**src/rtl/id_ex_stage_if.sv**
```systemverilog
// rtl/id_ex_stage_if.sv - ID/EX pipeline register bus: decoded ID fields in, registered EX fields and stall out
interface id_ex_stage_if #(
  parameter int XLEN = 32
);
  logic            valid_ID;
  logic [XLEN-1:0] pc_ID;
  logic [XLEN-1:0] rs1_data_ID;
  logic [XLEN-1:0] rs2_data_ID;
  logic [XLEN-1:0] imm_ID;
  logic [4:0]      rs1_ID;
  logic [4:0]      rs2_ID;
  logic [4:0]      rd_ID;
  logic            uses_rs1_ID;
  logic            uses_rs2_ID;
  logic            RegWrite_ID;
  logic            MemRead_ID;
  logic            MemWrite_ID;
  logic            MemtoReg_ID;
  logic            ALUSrc_ID;
  logic [3:0]      ALUOp_ID;
  logic            flush_EX;

  logic [XLEN-1:0] pc_EX;
  logic [XLEN-1:0] rs1_data_EX;
  logic [XLEN-1:0] rs2_data_EX;
  logic [XLEN-1:0] imm_EX;
  logic [4:0]      rs1_EX;
  logic [4:0]      rs2_EX;
  logic [4:0]      rd_EX;
  logic            RegWrite_EX;
  logic            MemRead_EX;
  logic            MemWrite_EX;
  logic            MemtoReg_EX;
  logic            ALUSrc_EX;
  logic            valid_EX;
  logic [3:0]      ALUOp_EX;
  logic            stall_ID;

  modport slave (
    input  valid_ID, pc_ID, rs1_data_ID, rs2_data_ID, imm_ID,
    input  rs1_ID, rs2_ID, rd_ID, uses_rs1_ID, uses_rs2_ID,
    input  RegWrite_ID, MemRead_ID, MemWrite_ID, MemtoReg_ID, ALUSrc_ID, ALUOp_ID,
    input  flush_EX,
    output pc_EX, rs1_data_EX, rs2_data_EX, imm_EX, rs1_EX, rs2_EX, rd_EX,
    output RegWrite_EX, MemRead_EX, MemWrite_EX, MemtoReg_EX, ALUSrc_EX, valid_EX, ALUOp_EX,
    output stall_ID
  );

  modport master (
    output valid_ID, pc_ID, rs1_data_ID, rs2_data_ID, imm_ID,
    output rs1_ID, rs2_ID, rd_ID, uses_rs1_ID, uses_rs2_ID,
    output RegWrite_ID, MemRead_ID, MemWrite_ID, MemtoReg_ID, ALUSrc_ID, ALUOp_ID,
    output flush_EX,
    input  pc_EX, rs1_data_EX, rs2_data_EX, imm_EX, rs1_EX, rs2_EX, rd_EX,
    input  RegWrite_EX, MemRead_EX, MemWrite_EX, MemtoReg_EX, ALUSrc_EX, valid_EX, ALUOp_EX,
    input  stall_ID
  );
endinterface

```
**src/rtl/id_ex_stage.sv**
```systemverilog
// rtl/id_ex_stage.sv - ID/EX pipeline register with load-use stall and flush bubbles
// Optional bubble counter output bubble_cnt enabled by macro ID_EX_PERF_CNT_EN.
module id_ex_stage #(
  parameter int XLEN = 32
) (
  input  logic         clk,
  input  logic         rst,
  id_ex_stage_if.slave bus
`ifdef ID_EX_PERF_CNT_EN
  ,
  output logic [15:0]  bubble_cnt
`endif
);

  localparam logic [XLEN-1:0] ZERO_W = '0;

  logic load_use;
  logic rs1_hit;
  logic rs2_hit;
  logic squash;

  assign rs1_hit  = bus.uses_rs1_ID & (bus.rs1_ID == bus.rd_EX);
  assign rs2_hit  = bus.uses_rs2_ID & (bus.rs2_ID == bus.rd_EX);
  assign load_use = bus.valid_EX & bus.MemRead_EX & (bus.rd_EX != 5'd0) &
                    bus.valid_ID & (rs1_hit | rs2_hit);

  // A coinciding flush kills the ID instruction upstream, so holding it would be pointless.
  assign bus.stall_ID = load_use & ~bus.flush_EX;
  assign squash       = bus.flush_EX | load_use;

  always_ff @(posedge clk or posedge rst) begin
    if (rst) begin
      bus.valid_EX    <= 1'b0;
      bus.pc_EX       <= ZERO_W;
      bus.rs1_data_EX <= ZERO_W;
      bus.rs2_data_EX <= ZERO_W;
      bus.imm_EX      <= ZERO_W;
      bus.rs1_EX      <= 5'd0;
      bus.rs2_EX      <= 5'd0;
      bus.rd_EX       <= 5'd0;
      bus.RegWrite_EX <= 1'b0;
      bus.MemRead_EX  <= 1'b0;
      bus.MemWrite_EX <= 1'b0;
      bus.MemtoReg_EX <= 1'b0;
      bus.ALUSrc_EX   <= 1'b0;
      bus.ALUOp_EX    <= 4'd0;
    end else if (squash) begin
      bus.valid_EX    <= 1'b0;
      bus.pc_EX       <= ZERO_W;
      bus.rs1_data_EX <= ZERO_W;
      bus.rs2_data_EX <= ZERO_W;
      bus.imm_EX      <= ZERO_W;
      bus.rs1_EX      <= 5'd0;
      bus.rs2_EX      <= 5'd0;
      bus.rd_EX       <= 5'd0;
      bus.RegWrite_EX <= 1'b0;
      bus.MemRead_EX  <= 1'b0;
      bus.MemWrite_EX <= 1'b0;
      bus.MemtoReg_EX <= 1'b0;
      bus.ALUSrc_EX   <= 1'b0;
      bus.ALUOp_EX    <= 4'd0;
    end else begin
      bus.valid_EX    <= bus.valid_ID;
      bus.pc_EX       <= bus.pc_ID;
      bus.rs1_data_EX <= bus.rs1_data_ID;
      bus.rs2_data_EX <= bus.rs2_data_ID;
      bus.imm_EX      <= bus.imm_ID;
      bus.rs1_EX      <= bus.rs1_ID;
      bus.rs2_EX      <= bus.rs2_ID;
      bus.rd_EX       <= bus.rd_ID;
      // State-changing controls are gated so an invalid slot can never write or load.
      bus.RegWrite_EX <= bus.RegWrite_ID & bus.valid_ID;
      bus.MemRead_EX  <= bus.MemRead_ID & bus.valid_ID;
      bus.MemWrite_EX <= bus.MemWrite_ID & bus.valid_ID;
      bus.MemtoReg_EX <= bus.MemtoReg_ID;
      bus.ALUSrc_EX   <= bus.ALUSrc_ID;
      bus.ALUOp_EX    <= bus.ALUOp_ID;
    end
  end

`ifdef ID_EX_PERF_CNT_EN
  always_ff @(posedge clk or posedge rst) begin
    if (rst) begin
      bubble_cnt <= 16'd0;
    end else if (load_use && !bus.flush_EX && (bubble_cnt != 16'hFFFF)) begin
      bubble_cnt <= bubble_cnt + 16'd1;
    end
  end
`endif

endmodule

```
**src/flat_wrapper.sv**
```systemverilog
// flat-port wrapper written by rule: the top's interface ports become plain ports
module id_ex_stage_flat 
#(
  parameter int XLEN = 32
)
  (clk, rst, bus_valid_ID, bus_pc_ID, bus_rs1_data_ID, bus_rs2_data_ID, bus_imm_ID, bus_rs1_ID, bus_rs2_ID, bus_rd_ID, bus_uses_rs1_ID, bus_uses_rs2_ID, bus_RegWrite_ID, bus_MemRead_ID, bus_MemWrite_ID, bus_MemtoReg_ID, bus_ALUSrc_ID, bus_ALUOp_ID, bus_flush_EX, bus_pc_EX, bus_rs1_data_EX, bus_rs2_data_EX, bus_imm_EX, bus_rs1_EX, bus_rs2_EX, bus_rd_EX, bus_RegWrite_EX, bus_MemRead_EX, bus_MemWrite_EX, bus_MemtoReg_EX, bus_ALUSrc_EX, bus_valid_EX, bus_ALUOp_EX, bus_stall_ID);
  id_ex_stage_if #(.XLEN(XLEN)) bus_i ();
  input  logic clk;
  input  logic rst;
  input wire logic [$bits(bus_i.valid_ID)-1:0] bus_valid_ID;
  input wire logic [$bits(bus_i.pc_ID)-1:0] bus_pc_ID;
  input wire logic [$bits(bus_i.rs1_data_ID)-1:0] bus_rs1_data_ID;
  input wire logic [$bits(bus_i.rs2_data_ID)-1:0] bus_rs2_data_ID;
  input wire logic [$bits(bus_i.imm_ID)-1:0] bus_imm_ID;
  input wire logic [$bits(bus_i.rs1_ID)-1:0] bus_rs1_ID;
  input wire logic [$bits(bus_i.rs2_ID)-1:0] bus_rs2_ID;
  input wire logic [$bits(bus_i.rd_ID)-1:0] bus_rd_ID;
  input wire logic [$bits(bus_i.uses_rs1_ID)-1:0] bus_uses_rs1_ID;
  input wire logic [$bits(bus_i.uses_rs2_ID)-1:0] bus_uses_rs2_ID;
  input wire logic [$bits(bus_i.RegWrite_ID)-1:0] bus_RegWrite_ID;
  input wire logic [$bits(bus_i.MemRead_ID)-1:0] bus_MemRead_ID;
  input wire logic [$bits(bus_i.MemWrite_ID)-1:0] bus_MemWrite_ID;
  input wire logic [$bits(bus_i.MemtoReg_ID)-1:0] bus_MemtoReg_ID;
  input wire logic [$bits(bus_i.ALUSrc_ID)-1:0] bus_ALUSrc_ID;
  input wire logic [$bits(bus_i.ALUOp_ID)-1:0] bus_ALUOp_ID;
  input wire logic [$bits(bus_i.flush_EX)-1:0] bus_flush_EX;
  output wire logic [$bits(bus_i.pc_EX)-1:0] bus_pc_EX;
  output wire logic [$bits(bus_i.rs1_data_EX)-1:0] bus_rs1_data_EX;
  output wire logic [$bits(bus_i.rs2_data_EX)-1:0] bus_rs2_data_EX;
  output wire logic [$bits(bus_i.imm_EX)-1:0] bus_imm_EX;
  output wire logic [$bits(bus_i.rs1_EX)-1:0] bus_rs1_EX;
  output wire logic [$bits(bus_i.rs2_EX)-1:0] bus_rs2_EX;
  output wire logic [$bits(bus_i.rd_EX)-1:0] bus_rd_EX;
  output wire logic [$bits(bus_i.RegWrite_EX)-1:0] bus_RegWrite_EX;
  output wire logic [$bits(bus_i.MemRead_EX)-1:0] bus_MemRead_EX;
  output wire logic [$bits(bus_i.MemWrite_EX)-1:0] bus_MemWrite_EX;
  output wire logic [$bits(bus_i.MemtoReg_EX)-1:0] bus_MemtoReg_EX;
  output wire logic [$bits(bus_i.ALUSrc_EX)-1:0] bus_ALUSrc_EX;
  output wire logic [$bits(bus_i.valid_EX)-1:0] bus_valid_EX;
  output wire logic [$bits(bus_i.ALUOp_EX)-1:0] bus_ALUOp_EX;
  output wire logic [$bits(bus_i.stall_ID)-1:0] bus_stall_ID;
  assign bus_i.valid_ID = bus_valid_ID;
  assign bus_i.pc_ID = bus_pc_ID;
  assign bus_i.rs1_data_ID = bus_rs1_data_ID;
  assign bus_i.rs2_data_ID = bus_rs2_data_ID;
  assign bus_i.imm_ID = bus_imm_ID;
  assign bus_i.rs1_ID = bus_rs1_ID;
  assign bus_i.rs2_ID = bus_rs2_ID;
  assign bus_i.rd_ID = bus_rd_ID;
  assign bus_i.uses_rs1_ID = bus_uses_rs1_ID;
  assign bus_i.uses_rs2_ID = bus_uses_rs2_ID;
  assign bus_i.RegWrite_ID = bus_RegWrite_ID;
  assign bus_i.MemRead_ID = bus_MemRead_ID;
  assign bus_i.MemWrite_ID = bus_MemWrite_ID;
  assign bus_i.MemtoReg_ID = bus_MemtoReg_ID;
  assign bus_i.ALUSrc_ID = bus_ALUSrc_ID;
  assign bus_i.ALUOp_ID = bus_ALUOp_ID;
  assign bus_i.flush_EX = bus_flush_EX;
  assign bus_pc_EX = bus_i.pc_EX;
  assign bus_rs1_data_EX = bus_i.rs1_data_EX;
  assign bus_rs2_data_EX = bus_i.rs2_data_EX;
  assign bus_imm_EX = bus_i.imm_EX;
  assign bus_rs1_EX = bus_i.rs1_EX;
  assign bus_rs2_EX = bus_i.rs2_EX;
  assign bus_rd_EX = bus_i.rd_EX;
  assign bus_RegWrite_EX = bus_i.RegWrite_EX;
  assign bus_MemRead_EX = bus_i.MemRead_EX;
  assign bus_MemWrite_EX = bus_i.MemWrite_EX;
  assign bus_MemtoReg_EX = bus_i.MemtoReg_EX;
  assign bus_ALUSrc_EX = bus_i.ALUSrc_EX;
  assign bus_valid_EX = bus_i.valid_EX;
  assign bus_ALUOp_EX = bus_i.ALUOp_EX;
  assign bus_stall_ID = bus_i.stall_ID;
  id_ex_stage #(.XLEN(XLEN)) u_core (.clk(clk), .rst(rst), .bus(bus_i));
endmodule
```
**config.mk**
```make
export PLATFORM = sky130hd
export DESIGN_NAME = id_ex_stage_flat
export DESIGN_NICKNAME = d
export VERILOG_FILES = /design/src/rtl/id_ex_stage_if.sv /design/src/rtl/id_ex_stage.sv /design/src/flat_wrapper.sv
export SDC_FILE = /design/constraint.sdc
export NUM_CORES = 1
export LEC_CHECK = 0
export BUFFER_PORTS_ARGS = -buffer_cell sky130_fd_sc_hd__clkbuf_2
export CORE_ASPECT_RATIO = 1.75
export CORE_MARGIN = 4
export CORE_UTILIZATION = 45
export CTS_CLUSTER_DIAMETER = 200
export DETAILED_ROUTE_END_ITERATION = 8
export PLACE_DENSITY = 0.79
export SLEW_MARGIN = 20
export SYNTH_ARGS = -nofsm -noshare
export SYNTH_HDL_FRONTEND = slang
export SYNTH_SLANG_ARGS = --single-unit
```
**constraint.sdc**
```tcl
create_clock -name clk -period 5.16 [get_ports clk]
set_input_delay 0.516 -clock clk [delete_from_list [all_inputs] [get_ports clk]]
set_output_delay 0.516 -clock clk [all_outputs]
set_load 0.005 [all_outputs]
```
# == Word level (Yosys, flattened, before mapping) ==
# Cells that the tools add are included.
# word_totals
register_bits,153
in_bits,158
output_inout_bits,154
word_cells,44
# classes
eq_ne,2
reduce_logical,1
bitwise,13
n_mux,14
# op_table
op,count
2-to-1 mux 32 bit,4
2-to-1 mux 5 bit,3
bitwise AND 1 bit,10
== test 5 bit,2
2-to-1 mux 1 bit,6
nonzero test 5 bit,1
2-to-1 mux 4 bit,1
OR 1 bit,2
NOT 1 bit,1

# == Logic depth before layout (Yosys ltp) ==
# Gate-level depths: netlist of the first run.
# depth
depth_word,6
ltp_mapped,7
depth_no_buf,4

# == Worst setup path before layout of the first run ==
# Ideal clock, no wire load.
# synth_path
path_kind,input-to-output
startpoint,input port bus_rs1_ID[1]
endpoint,output port bus_stall_ID
n_path_buf,2
t_arrival_ns,1.348
required_ns,4.644
path_stages,6
slack_ns,3.296
cell_sequence,xnor2_1 nand4_1 o22ai_1 buf_4 buf_6 and3b_1
# synth_between
elab_chain_len,5
# synth_rtl
item,line_no,text
start: declaration,flat_wrapper.sv:15,input wire logic [$bits(bus_i.rs1_ID)-1:0] bus_rs1_ID;
== test 5 bit,id_ex_stage.sv:22,assign rs1_hit = bus.uses_rs1_ID & (bus.rs1_ID == bus.rd_EX);
bitwise AND 1 bit,id_ex_stage.sv:22,
OR 1 bit,id_ex_stage.sv:25,bus.valid_ID & (rs1_hit | rs2_hit);
bitwise AND 1 bit,id_ex_stage.sv:25,
bitwise AND 1 bit,id_ex_stage.sv:28,assign bus.stall_ID = load_use & ~bus.flush_EX;
end: declaration,flat_wrapper.sv:41,output wire logic [$bits(bus_i.stall_ID)-1:0] bus_stall_ID;
# Every way passes these cells.

# == Worst setup path in the final report of the first run ==
# layout_path
startpoint,register u_core.bus.rd_EX[2]
endpoint,output port bus_stall_ID
# layout_between
elab_chain_len,5
word_cells_on_any_way,10
cone_classes,eq/ne: 2; bitwise: 7; reduce/logical: 1
# layout_rtl
item,line_no,text
start: declaration,id_ex_stage_if.sv:44,"output pc_EX, rs1_data_EX, rs2_data_EX, imm_EX, rs1_EX, rs2_EX, rd_EX,"
start signal: assignment,id_ex_stage.sv:70,bus.rd_EX <= bus.rd_ID;
"== test 5 bit, or another cell as far along",id_ex_stage.sv:22,
"bitwise AND 1 bit, on equally long branches","id_ex_stage.sv:22, id_ex_stage.sv:23, id_ex_stage.sv:24",
OR 1 bit / bitwise AND 1 bit (equally long branches),"id_ex_stage.sv:25, id_ex_stage.sv:24",
bitwise AND 1 bit *,id_ex_stage.sv:25,
bitwise AND 1 bit *,id_ex_stage.sv:28,
# Every way passes the cells marked *; elsewhere a longest branch is shown, timed or not.

==> impl_results.md, run 1 <==
- Status: completed
- RSZ-0062 raised after global routing: false
- Worst Reg-to-Reg Cells: 5
- Min Tclk post-route: 2.29 ns
- Largest net degree at the start of global routing: 154
- RePlAce Congestion: slightly below 0.8
- Synthesized area: a little over 6000 sq um
- Launching point of the worst reg2reg path: u_core.bus.rd_EX[2]
- Crit Reg-Reg Endpoint: u_core.bus.imm_EX[9]
- Largest family of logic cells by synthesized area: compound AO/OA/AOI/OAI gates
- Seq cells post-synth: between 150 and 200
- Worst setup EP type: output pin
- DRC viols: 0
- Worst slew margin: a little under a third
- Yosys cell types: 20
- Leakage: about 4.3 nW
- Mapped Cells: roughly 530
- Worst-Skew Late Latency: 0.40 ns
- Seq/Total Area, Yosys: 61.8%
- Routed WL: roughly 17000 um
- Post-Synth Simple-Gate Area: between 10% and 20%
- Ys Warns: 0
- Fin cells: between 1000 and 1500
- Power Dens Cells: 339 nW/um^2
- Maximum resistive drop on vdd: 210 uV
- WL/cell: approximately 17 um
- First-pass GRT wire length: 26500 um
- Clock slew at reported path FFs: roughly 0.070 ns
- Via density: between 4 and 5
- Vias in the first global route: between 5000 and 6000
- CP required: approximately 4.6 ns
- Xor and xnor area share after synthesis: between 1 and 1.5%
- Adder-cell area share of the yosys netlist: 0%
- Final TNS setup: 0 ns
- Compound-Gate Fraction of Synth Area: between 15 and 20%
- Number of CTS-inserted buffers: 17
- Total number of H-tree levels: 4
- Critical path arrival: 1.78 ns
- Post-Synthesis Net Count: around 700
- Total grt overflow: 0
- Row count: 56
- DP HPWL: around 11000 um
- Fmax: around 0.44 GHz
- Chip height: 163 um
- Cts repair resizes: 0
- Max-Cap Viols: 0
- Final Hold Viols: 0
- Placeable Area: about 13000 sq um
- Clk sinks: about 150
- DRT antenna net count: 0
- Worst Clk Skew: roughly 0.0083 ns
- Fillers: 1157
- Fin crit share: 44.4%
- Initial antenna violation count: 0
- Share of cells above drive strength 1: between 40% and 50%
- Setup Buffers After CTS: 0
- Cell count after placement: approximately 970
- Mux share of post-synthesis cell area: 0%
- # diodes: 0
- Final net count: 975
- Avg Cell Area, Syn: 11.7 sq um
- Area growth syn-to-layout: 35.6%
- Final Slew Violations: 0
- GRT Util Overall: between 20% and 30%
- CTS tree: yes
- Worst R2R Setup Slack: just under 3 ns
- Hold Path Class: in -> async
- 1st-iter DRT viols: roughly 230
- # setup viols final: 0
- Die area: 15800 sq um
- Clk root buf: clkbuf_16
- DR pass1 iterations: 4
- IO buf count: approximately 310
- Detailed-route via count: 4819
- Worst-path maximum fanout: 4
- Slew @ Worst Pin: about 1.0 ns
- Critical path class: reg -> out
- Hold_buf cts: 0
- Die width: between 90 and 100 um
- # IOs: ~310
- CTS Buffer Depth: 2
- Starting Density: 46.0%
- Startpoint class of the critical path: flop
[worst max-delay path by stage]
stage                             start                          to  slack, ns  cells after the start
floorplan                           rst      u_core.bus.ALUOp_EX[0]       0.52                      1
global placement          bus_rs1_ID[4]  u_core.bus.rs2_data_EX[22]       2.85                      6
detailed placement        bus_rs1_ID[1]        u_core.bus.imm_EX[9]       2.80                      6
CTS                 u_core.bus.rd_EX[2]                bus_stall_ID       2.84                      5
global route        u_core.bus.rd_EX[2]   u_core.bus.rs2_data_EX[2]       2.75                      5
finish              u_core.bus.rd_EX[2]                bus_stall_ID       2.87                      5
[cells in the mapped netlist]
library cell	instances	area (sq um)
nand2b_1	149	932
buf_2	16	80.1
a21boi_0	1	7.51
a21oi_1	92	460
a21oi_4	1	16.3
nand3_1	1	5.00
o22ai_1	1	6.26
nand2_1	5	18.8
and3b_1	1	8.76
dfrtp_1	153	3830
nor3_2	1	10.0
a21oi_2	60	526
nand4_1	2	12.5
clkbuf_1	25	93.8
nor2_1	1	3.75
nor2b_1	1	6.26
xnor2_1	10	87.6
buf_4	1	7.51
buf_6	7	78.8
inv_1	1	3.75
[critical path: stages (launching register included)]
cell and delay [ns]:
dfrtp_1 0.46, xnor2_1 0.19, nand4_1 0.16, o22ai_4 0.21, and3b_1 0.21, clkbuf_2 0.13
[cell usage in the layout, fill, tap and decap left out, drive strengths merged]
cell      instances
nor2              1
nand3             1
xnor2            10
a21oi           153
nor3              1
clkbuf          329
a21boi            1
clkinv            1
buf               8
and3b             1
dfrtp           153
clkinvlp          4
nand2             5
o22ai             1
inv               5
nand4             2
nor2b             1
nand2b          149
bufinv            3
[cell families (layout without fill, tap and decap cells)]
group,count (synthesis),count (layout)
AOI/OAI and AO/OA,155,155
xor gates and xnor gates,10,10
buffers and inverters,50,350
DFF,153,153
and+or+nand+nor,161,161
[metrics by stage]
stage	area [sq um]	setup WS, ns	util (%)	total power (W)	hold WS [ns]
after global routing	8400	2.75	62.4	0.00297	0.0698
after CTS	8400	2.84	62.4	0.00288	0.0462
after detailed placement	7790	2.80	57.9	0.00160	0.485
after global placement	7790	2.85	57.9	0.00160	0.480
after floorplan	6190	0.523	-	0.00144	0.626
final	8400	2.87	62.4	0.00285	0.0525
[sequential cells by signal (all words and copies together) (netlist names)]
| name | count |
|---|---|
| u_core.bus.MemRead_EX | 1 |
| u_core.bus.rd_EX | 5 |
| u_core.bus.pc_EX | 32 |
| u_core.bus.rs1_data_EX | 32 |
| u_core.bus.MemWrite_EX | 1 |
| u_core.bus.rs2_data_EX | 32 |
| u_core.bus.ALUOp_EX | 4 |
| u_core.bus.valid_EX | 1 |
| u_core.bus.MemtoReg_EX | 1 |
| u_core.bus.rs2_EX | 5 |
| u_core.bus.ALUSrc_EX | 1 |
| u_core.bus.RegWrite_EX | 1 |
| u_core.bus.imm_EX | 32 |
| u_core.bus.rs1_EX | 5 |
[layout make-up]
| class | instances | area (sq um) | share of cell area [%] |
|---|---|---|---|
| repair buffers | 318 | 1620 | 19.3 |
| clock buffers | 19 | 443 | 5.27 |
| multi-input cells | 326 | 2110 | 25.2 |
| flip-flops and latches | 153 | 3830 | 45.6 |
| clock inverters | 12 | 164 | 1.95 |
| inverters | 1 | 8.76 | 0.104 |
| well taps | 174 | 218 | 2.59 |
[routing by layer]
| layer | wire (um) | GRT usage, % |
|---|---|---|
| met3 | 1240 | 6.37 |
| met1 | 6190 | 25.3 |
| met2 | 8860 | 36.3 |
| met4 | 295 | 7.03 |
| met5 | 0 | 0 |
[power breakdown]
group          internal, W  switching, W
Combinational     0.000140      0.000152
Sequential         0.00126     0.0000208
Clock             0.000779      0.000495
Total              0.00218      0.000668
Note: power is estimated with default switching activity, not from simulation.
==> run 2, diff against run 1 <==
ABC_AREA = 1   (was not set)
CORE_AREA = 4 4 120 122   (was not set)
CORE_ASPECT_RATIO = not set   (was 1.75)
CORE_MARGIN = not set   (was 4)
CORE_UTILIZATION = not set   (was 45)
DIE_AREA = 0 0 124 126   (was not set)
PLACE_DENSITY = 0.74   (was 0.79)
clock period = 2.2 ns   (was 5.16 ns; I/O delays follow)
==> impl_results.md, run 2 <==
- Status: completed (unchanged)
- Die area: 15600 sq um (was 15800 sq um)
- Fin crit share: about 82%
- Worst R2R Setup Slack: 0.46 ns (was 2.92 ns)
- Most frequent cells in the layout: 311 x clkbuf_2, 163 x nor2_1, 154 x inv_1, 153 x dfrtp_1, 118 x dlygate4sd3_1 (was 310 x clkbuf_2, 153 x dfrtp_1, 149 x nand2b_1, 92 x a21oi_1, 60 x a21oi_2)
- Yosys cell types: 11 (was 20)
- Final Slew Violations: 0 (unchanged)
- DRT antenna net count: 0 (unchanged)
- First-pass GRT wire length: 25800 um (was 26500 um)
- FFs w/ async S/R, synth: 100% (unchanged)
- Mapped Cells: 528 (was 529)
- Power Dens Cells: 755 nW/um^2 (was 339 nW/um^2)
- Final Hold Viols: 0 (unchanged)
- Final instance area: 8820 sq um (was 8400 sq um)
- 1st-iter DRT viols: 277 (was 232)
- Slowest stage delay, CP: 0.39 ns (was 0.46 ns)
- Seq/Total Area, Yosys: 72.4% (was 61.8%)
- Vias in the first global route: 5331 (was 5078)
- Detailed-route via count: 4800 (was 4819)
- Max-Cap Viols: 0 (unchanged)
- Critical path arrival: 1.59 ns (was 1.78 ns)
- Area after DPL: 7050 sq um (was 7790 sq um)
- Row count: 42 (was 56)
- Area growth syn-to-layout: 66.7% (was 35.6%)
- Worst setup EP type: output pin (unchanged)
- Synth area leaders: dfrtp_1 72%, nor2_1 12%, inv_1 11% (was dfrtp_1 62%, nand2b_1 15%, a21oi_2 8.5%)
- Final TNS setup: 0 ns (unchanged)
- Finished Core Util: 66.9% (was 62.4%)
- Clk sinks: 153 (unchanged)
- # IOs: 312 (unchanged)
- Clk root buf: clkbuf_16 (unchanged)
- IO buf count: 311 (unchanged)
- CP Buf/Inv Count: 2 (was 1)
- Commonest non-fill, non-tap cell in the layout: clkbuf_2 (unchanged)
- Startpoint class of the critical path: flop (unchanged)
- Number of synthesized flops with an enable pin: 0 (unchanged)
- Post-Synthesis Net Count: 686 (was 687)
- Critical path, cell by cell: inv_1 -> nand2_1 -> nand2_1 -> nor2_1 -> nand3_1 -> nand2_1 -> nand2_1 -> nor2_1 -> clkbuf_2 (was xnor2_1 -> nand4_1 -> o22ai_4 -> and3b_1 -> clkbuf_2)
- Synthesized area: 5290 sq um (was 6190 sq um)
- Initial antenna violation count: 1 (was 0)
- Dpl ws: 0.494 ns (was 2.80 ns)
- Number of CTS-inserted buffers: 17 (unchanged)
- Post-synth top area cell: dfrtp_1 (unchanged)
- Hold Path Class: in -> reg (was in -> async)
- Maximum resistive drop on vdd: 566 uV (was 210 uV)
- GRT Util Overall: 21.6% (was 21.1%)
- Share of cells above drive strength 1: 35.9% (was 49.7%)
- Clock slew at reported path FFs: 0.06 ns (was 0.07 ns)
- CTS Buffer Depth: 2 (unchanged)
- Worst-Skew Late Latency: 0.41 ns (was 0.40 ns)
- Leakage: 5.37 nW (was 4.34 nW)
- Starting Density: 40.1% (was 46.0%)
- Cts repair resizes: 0 (unchanged)
- Fmax: ~0.55 GHz
- Fillers: 929 (was 1157)
- CTS tree: yes (unchanged)
- Post-synth top cells: 163 x nor2_1, 155 x inv_1, 153 x dfrtp_1 (was 153 x dfrtp_1, 149 x nand2b_1, 92 x a21oi_1)
- DRC viols: 0 (unchanged)
- WL/cell: 14.4 um (was 16.5 um)
- Yosys top cell area share: 72.4% (was 61.8%)
- Combinational fraction of design power: 11.6% (was 10.3%)
- Total number of H-tree levels: 4 (unchanged)
- Worst hold slack: 0.0161 ns (was 0.0525 ns)
- Worst-path maximum fanout: 4 (unchanged)
- Switch share: 23.2% (was 23.5%)
- Final WS setup: 0.386 ns (was 2.87 ns)
- Switching power: 0.00154 W (was 0.000668 W)
- Total grt overflow: 0 (unchanged)
- Min Tclk post-route: 1.81 ns
- RePlAce Congestion: 0.854 (was 0.777)
- Count leader, synth: nor2_1 (was dfrtp_1)
- Reg power frac: 45.1% (was 45.0%)
- Worst slew margin: 56.0% (was 30.6%)
- Via density: 4.16 (was 4.80)
- Seq cells post-synth: 153 (unchanged)
- Internal: 0.00512 W (was 0.00218 W)
- Placeable Area: 13200 sq um (was 13500 sq um)
- Ys Warns: 0 (unchanged)
- FF+latch area: 3830 sq um (unchanged)
- Synth Flop Type: dfrtp_1 (unchanged)
- Slew @ Worst Pin: 0.660 ns (was 1.04 ns)
- Area of the multi-input gates: 769 sq um (was 2110 sq um)
- Avg Cell Area, Syn: 10.0 sq um (was 11.7 sq um)
- Highest-delay cell along the critical path: dfrtp_1 (unchanged)
- RSZ-0062 raised after global routing: false (unchanged)
- Final net count: 1123 (was 975)
- # setup viols final: 0 (unchanged)
- CP top delay family: simple AND/OR/NAND/NOR gates (was flip-flops)
- Critical path class: reg -> out (unchanged)
- Clock Power Share: 43.3% (was 44.8%)
- Routed WL: 16700 um (was 16600 um)
- Cell mode on critical path: nand2_1
- CP required: 1.98 ns (was 4.64 ns)
- Worst Clk Skew: 0.00575 ns (was 0.00828 ns)
- Die width: 124 um (was 96.7 um)
- Chip height: 126 um (was 163 um)
- DP HPWL: 10800 um (was 11500 um)
- DR pass1 iterations: 4 (unchanged)
- Largest net degree at the start of global routing: 101 (was 154)
run 2: cell types whose count changed after synthesis, moves of 6 or more:
cell / change
a21oi_1: -92
buf_6: -6
nand2_1: +28
nand2b_1: -149
xnor2_1: -10
clkbuf_1: -25
a21oi_2: -60
buf_4: +6
inv_1: +154
buf_2: -8
nor2_1: +162
run 2: final cells by class:
class	count	share of cell area [%]
Timing Repair Buffer	434	31.9
Sequential cell	153	43.4
Clock inverter	10	1.33
Clock buffer	21	5.33
Inverter	158	6.77
Tap cell	176	2.50
Multi-Input combinational cell	201	8.73
Antenna cell	1	0.0284
run 2: final timing paths:
path / startpoint / end / depth (start not counted)
worst max-delay path: u_core.bus.rd_EX[1] / bus_stall_ID / 9
worst min-delay path: bus_imm_ID[26] / u_core.bus.imm_EX[26] / 3
worst max register to register: u_core.bus.rd_EX[1] / u_core.bus.imm_EX[20] / 10
worst min register to register: u_core.bus.valid_EX / u_core.bus.pc_EX[9] / 5
max in group asynchronous: rst / u_core.bus.imm_EX[4] / 4
min in group asynchronous: rst / u_core.bus.imm_EX[20] / 4
run 2: stage by stage:
| step | total power (W) | cells |
|---|---|---|
| after floorplan | 0.00329 | 528 |
| after global placement | 0.00363 | 1004 |
| after detailed placement | 0.00365 | 1004 |
| after CTS | 0.00669 | 1153 |
| after global routing | 0.00692 | 1154 |
| final | 0.00666 | 1154 |
run 2: worst reg2reg max path, stage by stage (launching register included):
cell	delay (ns)
dfrtp_1	0.39
inv_1	0.10
nand2_1	0.06
nand2_1	0.05
nor2_1	0.10
nand3_1	0.08
nand2_1	0.06
nand2_1	0.09
nand2_4	0.21
buf_12	0.30
nor2_1	0.15
run 2: kinds of logic after synthesis:
logic type / count (synthesis) / share of synthesized area (%)
flops: 153 / 72.4
simple gates: 201 / 14.5
buf+inv: 174 / 13.2
run 2: power groups by stage:
stage	Sequential, W	Clock, W	Combinational, W
finish	0.00300	0.00289	0.000772
global route	0.00301	0.00304	0.000863
CTS	0.00300	0.00292	0.000767
detailed placement	0.00305	0	0.000595
global placement	0.00305	0	0.000585
floorplan	0.00307	0	0.000217
run 2: per-layer routing:
layer	global-route usage [%]	part of all wire (%)	vias up
li1	-	-	2314
met1	21.6	34	2187
met2	38.6	52	242
met3	8.03	10	57
met4	10.8	3.7	0
met5	0	0	-
run 2: repair_timing:
| action | CTS | global route |
|---|---|---|
| hold buffers | 118 | 0 |
| endpoints found under the hold margin | 217 | 0 |
| endpoints found under the setup margin | 0 | 0 |
| buffers inserted | 0 | 0 |
==> run 3, diff against run 2 <==
ABC_AREA = 0   (was 1)
CORE_AREA = not set   (was 4 4 120 122)
CORE_ASPECT_RATIO = 1.75   (was not set)
CORE_MARGIN = 4   (was not set)
CORE_UTILIZATION = 41   (was not set)
DIE_AREA = not set   (was 0 0 124 126)
PLACE_DENSITY = 0.76   (was 0.74)
clock period = 1.6 ns   (was 2.2 ns; I/O delays follow)
==> impl_results.md, run 3 (same netlist as run 1, synthesis figures left out) <==
- Fin cells: 1211 (was 1154)
- Total number of H-tree levels: 4 (unchanged)
- Share of cells above drive strength 1: 50.0% (was 35.9%)
- Worst-path maximum fanout: 3 (was 4)
- First-pass GRT wire length: 33900 um (was 25800 um)
- Vias in the first global route: 6568 (was 5331)
- Commonest non-fill, non-tap cell in the layout: clkbuf_2 (unchanged)
- Worst-Skew Late Latency: 0.41 ns (about the same)
- Slew @ Worst Pin: 0.520 ns (was 0.660 ns)
- Critical path arrival: 1.84 ns (was 1.59 ns)
- Initial antenna violation count: 0 (was 1)
- Die area: 17200 sq um (was 15600 sq um)
- FF+latch area: 3830 sq um (about the same)
- # setup viols final: 154 (was 0)
- Power Dens Cells: 927 nW/um^2 (was 755 nW/um^2)
- Total grt overflow: 0 (unchanged)
- Largest net degree at the start of global routing: 62 (was 101)
- Fmax: 0.499 GHz
- Worst setup EP type: output pin (unchanged)
- Final Slew Violations: 0 (unchanged)
- DP HPWL: 12700 um (was 10800 um)
- Via density: 4.93 (was 4.16)
- Chip height: 171 um (was 126 um)
- Detailed-route via count: 5976 (was 4800)
- Worst Clk Skew: 0.00840 ns (was 0.00575 ns)
- GRT Util Overall: 25.5% (was 21.6%)
- Maximum resistive drop on vdd: 670 uV (was 566 uV)
- Die width: 101 um (was 124 um)
- RSZ-0062 raised after global routing: true (was false)
- DRT antenna net count: 0 (unchanged)
- Failing checks: setup timing
- Fillers: 882 (was 929)
- IO buf count: 311 (unchanged)
- Routed WL: 23100 um (was 16700 um)
- # IOs: 312 (unchanged)
- 1st-iter DRT viols: 177 (was 277)
- Final net count: 1175 (was 1123)
- Starting Density: 41.7% (was 40.1%)
- Placeable Area: 14800 sq um (was 13200 sq um)
- Status: complete, but fails checks (was completed)
- Clk sinks: 153 (unchanged)
- Cell count after placement: 1007 (was 1004)
- Min Tclk post-route: roughly 2 ns
- Clock slew at reported path FFs: 0.06 ns (about the same)
- Fin crit share: 125%
- Clk root buf: clkbuf_16 (unchanged)
- DRC viols: 0 (unchanged)
- Number of CTS-inserted buffers: 17 (unchanged)
- Worst slew margin: 65.3% (was 56.0%)
- CTS Buffer Depth: 2 (unchanged)
- WL/cell: 19.1 um (was 14.4 um)
- Leakage: 5.46 nW (was 5.37 nW)
- Critical path class: reg -> out (unchanged)
- Area of the multi-input gates: 2390 sq um (was 769 sq um)
- CP required: 1.44 ns (was 1.98 ns)
- Startpoint class of the critical path: flop (unchanged)
- Row count: 59 (was 42)
- Final instance area: 11200 sq um (was 8820 sq um)
- Area after DPL: 8210 sq um (was 7050 sq um)
- RePlAce Congestion: 0.781 (was 0.854)
- Final TNS setup: -32.95 ns (was 0 ns)
- Hold Path Class: in -> reg (unchanged)
- Final WS setup: -0.402 ns (was 0.386 ns)
- Most frequent cells in the layout: 310 x clkbuf_2, 151 x dfrtp_1, 149 x nand2b_1, 146 x dlygate4sd3_1, 91 x a21oi_2 (was 311 x clkbuf_2, 163 x nor2_1, 154 x inv_1, 153 x dfrtp_1, 118 x dlygate4sd3_1)
- DR pass1 iterations: 5 (was 4)
- CTS tree: yes (unchanged)
- Max-Cap Viols: 0 (unchanged)
- Final Hold Viols: 0 (unchanged)
- Area growth syn-to-layout: 80.3% (was 66.7%)
[run 3: cell type report]
| class | instances | share of cell area [%] |
|---|---|---|
| diodes | 1 | 0.0224 |
| clock buffers | 17 | 3.81 |
| clock inverters | 12 | 2.24 |
| inverters | 1 | 0.0672 |
| multi-input cells | 326 | 21.4 |
| flip-flops and latches | 153 | 34.3 |
| well taps | 183 | 2.05 |
| repair buffers | 518 | 36.1 |
[run 3: per-layer routing]
| metal | vias up | routed length [um] | track usage (%) |
|---|---|---|---|
| met4 | 0 | 1130 | 14.4 |
| met1 | 2876 | 8100 | 27.5 |
| met3 | 77 | 1730 | 7.26 |
| met2 | 323 | 12100 | 44.3 |
| li1 | 2700 | - | - |
| met5 | - | 0 | 0 |
[run 3: worst paths after layout]
check                                    startpoint                          to  slack, ns  depth (start not counted)
worst min register to register  u_core.bus.valid_EX         u_core.bus.pc_EX[4]       0.93                          4
min in group asynchronous                       rst  u_core.bus.rs1_data_EX[25]       0.36                          3
worst max register to register  u_core.bus.rd_EX[1]  u_core.bus.rs1_data_EX[24]      -0.30                         11
worst min-delay path                  bus_rs2_ID[0]        u_core.bus.rs2_EX[0]       0.02                          3
worst max-delay path            u_core.bus.rd_EX[1]                bus_stall_ID      -0.40                          7
max in group asynchronous                       rst        u_core.bus.rs2_EX[0]       0.65                          4
[run 3: per-stage QoR]
step                      total power, W  setup WS, ns  utilization [%]  hold WS (ns)
after CTS                         0.0103        -0.364             72.8       0.00301
after detailed placement         0.00525       -0.0541             55.3         0.214
after global routing              0.0107        -0.478             75.3       0.00937
after floorplan                  0.00465        -0.491                -         0.270
after global placement           0.00523       -0.0470             55.3         0.217
final                             0.0104        -0.402             75.3        0.0180
[run 3: worst max-delay path: stages, from the launching register on]
cell and delay [ns]:
dfrtp_1 0.42, buf_4 0.17, xnor2_2 0.16, nand2_2 0.09, o22ai_4 0.17, buf_12 0.13, and3b_1 0.17, clkbuf_2 0.13
[run 3: where the power goes]
part           switching [W]  internal, W  leakage (nW)
Sequential         0.0000694      0.00406          1.97
Clock                0.00161      0.00307         0.329
Combinational       0.000684     0.000862          3.16
[run 3: what timing repair did]
action | in CTS | in global routing
cloned | 9 | 6
hold endpoints to repair | 159 | 0
setup endpoints to repair | 96 | 154
gates resized for setup | 30 | 72
setup buffers | 12 | 9
pin swaps | 5 | 5
hold buffers | 146 | 0
